File: config.mk
export PLATFORM = sky130hd
export DESIGN_NAME = regfile_read_port_unit
export DESIGN_NICKNAME = d
export VERILOG_FILES = /design/src/rtl/regfile_pkg.sv /design/src/rtl/binaryDecoder.sv /design/src/rtl/reg_scoreboard.sv /design/src/rtl/regfile_read_port_unit.sv
export SDC_FILE = /design/constraint.sdc
export NUM_CORES = 2
export LEC_CHECK = 0
export CAP_MARGIN = 20
export CORE_MARGIN = 3
export CORE_UTILIZATION = 25
export DETAILED_ROUTE_END_ITERATION = 6
export PLACE_DENSITY = 0.46
export RECOVER_POWER = 50
export SYNTH_ARGS = -nofsm -noshare
export SYNTH_HDL_FRONTEND = slang
export SYNTH_SLANG_ARGS = --single-unit
File: constraint.sdc
create_clock -name clk -period 2.5 [get_ports clk]
set_clock_uncertainty 0.2 [all_clocks]
set_input_delay 0.25 -clock clk [delete_from_list [all_inputs] [get_ports clk]]
set_output_delay 0.25 -clock clk [all_outputs]
set_load 0.05 [all_outputs]
File: src/rtl/regfile_pkg.sv
// Shared types and sizes for the general-register file.
// Imported by the decoder, scoreboard and read-port top level.
package regfile_pkg;

  localparam int DATA_W = 32;
  localparam int ADDR_W = 5;
  localparam int NREGS  = 2 ** ADDR_W;

  typedef logic [ADDR_W-1:0] gr_addr_t;
  typedef logic [DATA_W-1:0] gr_data_t;

  localparam gr_addr_t GR_ZERO = 5'd0;

endpackage

File: src/rtl/binaryDecoder.sv
// 5-to-32 one-hot decoder with enable.
// Drives the per-register write enables.
module binaryDecoder (
  input  logic [4:0]  D,
  input  logic        E,
  output logic [31:0] O
);

  always_comb begin
    O    = '0;
    O[D] = E;
  end

endmodule

File: src/rtl/reg_scoreboard.sv
// Pending-write busy bits with set-over-clear priority.
// Reports whether each read operand may proceed this cycle.
module reg_scoreboard
  import regfile_pkg::*;
(
  input  logic     clk,
  input  logic     reset,
  input  logic     we,
  input  gr_addr_t rw,
  input  logic     sb_set,
  input  gr_addr_t sb_addr,
  input  gr_addr_t ra,
  input  gr_addr_t rb,
  output logic     opa_ok,
  output logic     opb_ok
);

  logic [NREGS-1:0] busy_q;
  logic [NREGS-1:0] busy_d;

  always_comb begin
    busy_d = busy_q;
    if (we)
      busy_d[rw] = 1'b0;
    // A newer producer outranks the write that retires an older one
    if (sb_set)
      busy_d[sb_addr] = 1'b1;
    busy_d[GR_ZERO] = 1'b0;
  end

  always_ff @(posedge clk) begin
    if (reset)
      busy_q <= '0;
    else
      busy_q <= busy_d;
  end

  assign opa_ok = (ra == GR_ZERO) | ~busy_q[ra] | (we & (rw == ra));
  assign opb_ok = (rb == GR_ZERO) | ~busy_q[rb] | (we & (rw == rb));

endmodule

File: src/rtl/regfile_read_port_unit.sv
// 32x32 general-register file with two registered read ports,
// write-first bypass and a pending-write scoreboard; GR0 reads zero.
module regfile_read_port_unit
  import regfile_pkg::*;
(
  input  logic     clk,
  input  logic     reset,
  input  logic     WE,
  input  gr_addr_t RW,
  input  gr_data_t PW,
  input  logic     SB_SET,
  input  gr_addr_t SB_ADDR,
  input  logic     RE,
  input  gr_addr_t RA,
  input  gr_addr_t RB,
  output logic     STALL,
  output logic     RVALID,
  output gr_data_t PA,
  output gr_data_t PB
);

  gr_data_t         gr_q [NREGS];
  gr_data_t         gr_d [NREGS];
  logic [NREGS-1:0] wr_en;
  logic             opa_ok;
  logic             opb_ok;
  logic             accept;
  logic             rvalid_q, rvalid_d;
  gr_data_t         pa_q, pa_d;
  gr_data_t         pb_q, pb_d;

  binaryDecoder u_wdec (
    .D (RW),
    .E (WE & (RW != GR_ZERO)),
    .O (wr_en)
  );

  reg_scoreboard u_sb (
    .clk     (clk),
    .reset   (reset),
    .we      (WE),
    .rw      (RW),
    .sb_set  (SB_SET),
    .sb_addr (SB_ADDR),
    .ra      (RA),
    .rb      (RB),
    .opa_ok  (opa_ok),
    .opb_ok  (opb_ok)
  );

  function automatic gr_data_t rd_mux(input gr_addr_t a);
    if (a == GR_ZERO)
      return '0;
    else if (WE && (RW == a))
      return PW;
    else
      return gr_q[a];
  endfunction

  always_comb begin
    for (int i = 0; i < NREGS; i++)
      gr_d[i] = wr_en[i] ? PW : gr_q[i];
  end

  // Reset forces a clean pipeline, so no stall is reported through it
  assign STALL  = ~reset & RE & ~(opa_ok & opb_ok);
  assign accept = RE & ~STALL;

  always_comb begin
    rvalid_d = accept;
    pa_d     = accept ? rd_mux(RA) : pa_q;
    pb_d     = accept ? rd_mux(RB) : pb_q;
  end

  always_ff @(posedge clk) begin
    if (reset) begin
      for (int i = 0; i < NREGS; i++)
        gr_q[i] <= '0;
      rvalid_q <= 1'b0;
      pa_q     <= '0;
      pb_q     <= '0;
    end else begin
      for (int i = 0; i < NREGS; i++)
        gr_q[i] <= gr_d[i];
      rvalid_q <= rvalid_d;
      pa_q     <= pa_d;
      pb_q     <= pb_d;
    end
  end

  assign RVALID = rvalid_q;
  assign PA     = pa_q;
  assign PB     = pb_q;

endmodule

==> key figures <==
Placement
  – Port bufs: about 120
  – GPL Wtd Cong: roughly 0.86
  – Hpwl dp: 146,000 um
  – Placed cells: between 6,000 and 7,000

Synthesis
  – Syn_area_per_cell: 15.2 um2
  – Top_reg_cell synth: edfxtp_1
  – Post-synthesis sequential area ratio: roughly 60%
  – Largest area contributor in the netlist: edfxtp_1
  – Synth cell types: just over 60
  – Post-synth EDFFs: 1,024
  – Synthesis Warnings: 0
  – Top post-synthesis cells by area: edfxtp_1 (56%), mux4_2 (20%), nor2_1 (3.8%), dfxtp_1 (3.5%), mux2i_1 (2.5%)
  – Post-synthesis register bit count: 1,120
  – Cell count after synthesis: 3,587
  – Synth top area share: 56.2%
  – Ys async rst share: 0%
  – Synthesized cell area: 0.0547 mm2

Floorplanning
  – Die Y: 474 um
  – Die X: 474 um
  – Area of the core: around 0.22 mm2
  – FP Rows: between 150 and 200
  – I/O pin cnt: roughly 120
  – Initial Util: between 20% and 30%
  – Die Area: between 0.2 and 0.25 mm2

Clocking
  – CTS H-tree lvls: 3
  – Clock Sinks: roughly 1,100
  – CTS max path bufs: 3
  – Clock root buffer: clkbuf_16
  – Reg clk slew, reported paths: ~70 ps
  – Num CTS Buffers: 120
  – CTS tree: yes
  – Latest clock arrival within the worst-skew pair: roughly 760 ps

Timing
  – Period utilization: 123%
  – Slew HR: 24.1%
  – Final hold slack: roughly 77 ps
  – Max Slew Vio Count: 0
  – Fin crit period: 3060 ps
  – Setup WS post-layout: -563 ps
  – RSZ-0062 raised after global routing: yes
  – Worst slew pin tran: 1140 ps
  – Final hold violations: 0
  – Fmax: between 0.3 and 0.4 GHz
  – Setup Viol. Count Final: 1,059

Power
  – P_leak: approximately 24 nW
  – Total power: just under 50 mW
  – Max IR drop VDD: around 0.56 mV
  – Pwr dens: between 700 and 800 mW/mm2

Global route
  – Vias in the first global route: around 38,000
  – Total track usage: between 10% and 20%
  – Total grt overflow: 0
  – Antenna violations before repair: 20
  – Largest net degree at the start of global routing: 54
  – First-pass GRT wire length: between 200,000 and 300,000 um

Worst setup path
  – Worst path cell trace: mux4_2 -> nor2b_1 -> o41a_1 -> a31o_4 -> buf_12 -> a21oi_4 -> buf_12
  – Crit path buffers/inverters: 2
  – Worst endpoint required time: a little over 2000 ps
  – Critical path class: reg2out
  – Top delay family on crit path: compound AO/OA/AOI/OAI gates
  – CP max stage cell: o41a_1
  – CP Launch Type: flop
  – Arrival @ worst endpoint: roughly 2600 ps
  – Worst path max stage delay: 450 ps
  – Crit path top cell by count: buf_12
  – CP Capture Type: output pin
  – CP Max Fanout: 3

Outcome
  – Status: complete, but fails checks
  – Violated checks: setup timing

Min path
  – Worst hold path type: in2reg

Detailed routing
  – Vias after detailed routing: roughly 37,000
  – Initial DRC count: ~4,000
  – Drt total wl: between 200,000 and 250,000 um
  – Initial DRT Pass Iterations: 5
  – Vias/cell: 5.24
  – Routed Antenna Nets: 0
  – Number of remaining DRC errors: 0
  – Drt wl/cell: roughly 30 um

Layout
  – # nets final: slightly above 4,000
  – Area growth, synth to finish: 25.6%
  – Ratio of cells with drive above 1 in the final layout: between 30% and 40%
  – Commonest non-fill, non-tap cell in the layout: edfxtp_1
  – Fin cells: 7,046
  – Most frequent cells in the layout: edfxtp_1 (1,024), nor2_1 (556), mux4_2 (476)

Flow run
  – MaxCap Viol Count: 0
-- Yosys cell counts, types with 6 or more instances --
library cell  number
and3_1             6
dfxtp_1           96
nor2b_1           32
a211o_1           13
nand2_1          196
a22o_1            64
buf_4             35
nand3b_1           6
mux4_2           476
a21oi_1          102
o22ai_1           67
xnor2_1            9
a22oi_1           46
nor2_1           559
buf_1              9
buf_6             24
o221ai_1          10
a221oi_1          54
mux2i_1          136
a32o_1            28
clkbuf_1         182
nor3b_1            8
nor4_1            13
nor3_1            23
a211oi_1          42
o211a_1           28
inv_1             51
nand3_1           22
edfxtp_1        1024
buf_2             80
a31o_2            29
mux2_2            18
o21ai_0           31
a31oi_1           22
-- per-layer routing --
layer  up-vias  track usage (%)  routed length [um]
li1      15400                -                   -
met1     19600             24.2               87100
met2      1522             31.7              105000
met3       385             2.85               13400
met4         0             7.29                9270
met5         -                0                   0
-- power breakdown --
| group | switching [mW] | internal [mW] | total, mW | leakage, nW |
|---|---|---|---|---|
| clock | 7.81 | 10.5 | 18.3 | 1.94 |
| combinational | 4.27 | 3.31 | 7.58 | 11.5 |
| sequential | 0.706 | 21.8 | 22.5 | 10.6 |
| total | 12.8 | 35.7 | 48.4 | 24.0 |
-- final timing paths --
path / startpoint / to / slack, ps / depth (start not counted)
worst max-delay path: u_sb.busy_q[5] / STALL / -560 / 7
worst min-delay path: RB[4] / PB[17] / 80 / 4
worst max register to register: u_sb.busy_q[31] / PB[22] / -180 / 9
worst min register to register: u_sb.busy_q[21] / u_sb.busy_q[21] / 290 / 2
-- per-stage QoR --
step	utilization (%)	area [um2]	TNS (ps)	setup WS (ps)
finish	31.6	68700	-126190	-563
global route	31.6	68700	-254670	-614
detailed placement	29.6	64300	-60500	-718
floorplan	-	54800	-21180	-87.0
global placement	29.6	64300	-93280	-782
CTS	31.6	68600	-18130	-634
-- logic make-up (layout without fill, tap and decap cells) --
kind of cell | Yosys count | count (layout) | synth area share, %
flops | 1120 | 1120 | 59.7
buf+inv | 388 | 955 | 3.51
compound gates | 552 | 552 | 7.43
other cells | 1 | 39 | 0.00686
simple gates | 886 | 886 | 6.67
mux | 630 | 630 | 22.5
xor+xnor | 10 | 10 | 0.174
-- worst register-to-register path, cell delays in order (launching register included) --
cell and delay (ps):
dfxtp_2 320, mux4_2 480, a22oi_2 180, o41a_1 280, a31o_4 220, buf_12 130, buf_4 300, buf_4 220
a31o_2 160, o211a_1 140
-- state kept, by name (all words and copies together) (netlist names) --
register	flops
PB	32
PA	32
gr_q	1024
RVALID	1
u_sb.busy_q	31
-- layout make-up --
type	instances	area (um2)
Timing Repair Buffer	679	7550
Clock buffer	151	3230
Clock inverter	73	712
Multi-Input combinational cell	2110	20700
Fill cell	21500	149000
Inverter	52	199
Sequential cell	1120	32700
Antenna cell	7	17.5
Tap cell	2854	3570
-- repair_timing --
item,in CTS,in global routing
setup buffers,10,2
gates cloned,4,1
endpoints found under the setup margin,105,69
hold endpoints to repair,67,0
hold buffers,6,0
resized for setup,84,49
pin swaps,13,28
(Power assumes the default switching activity.)
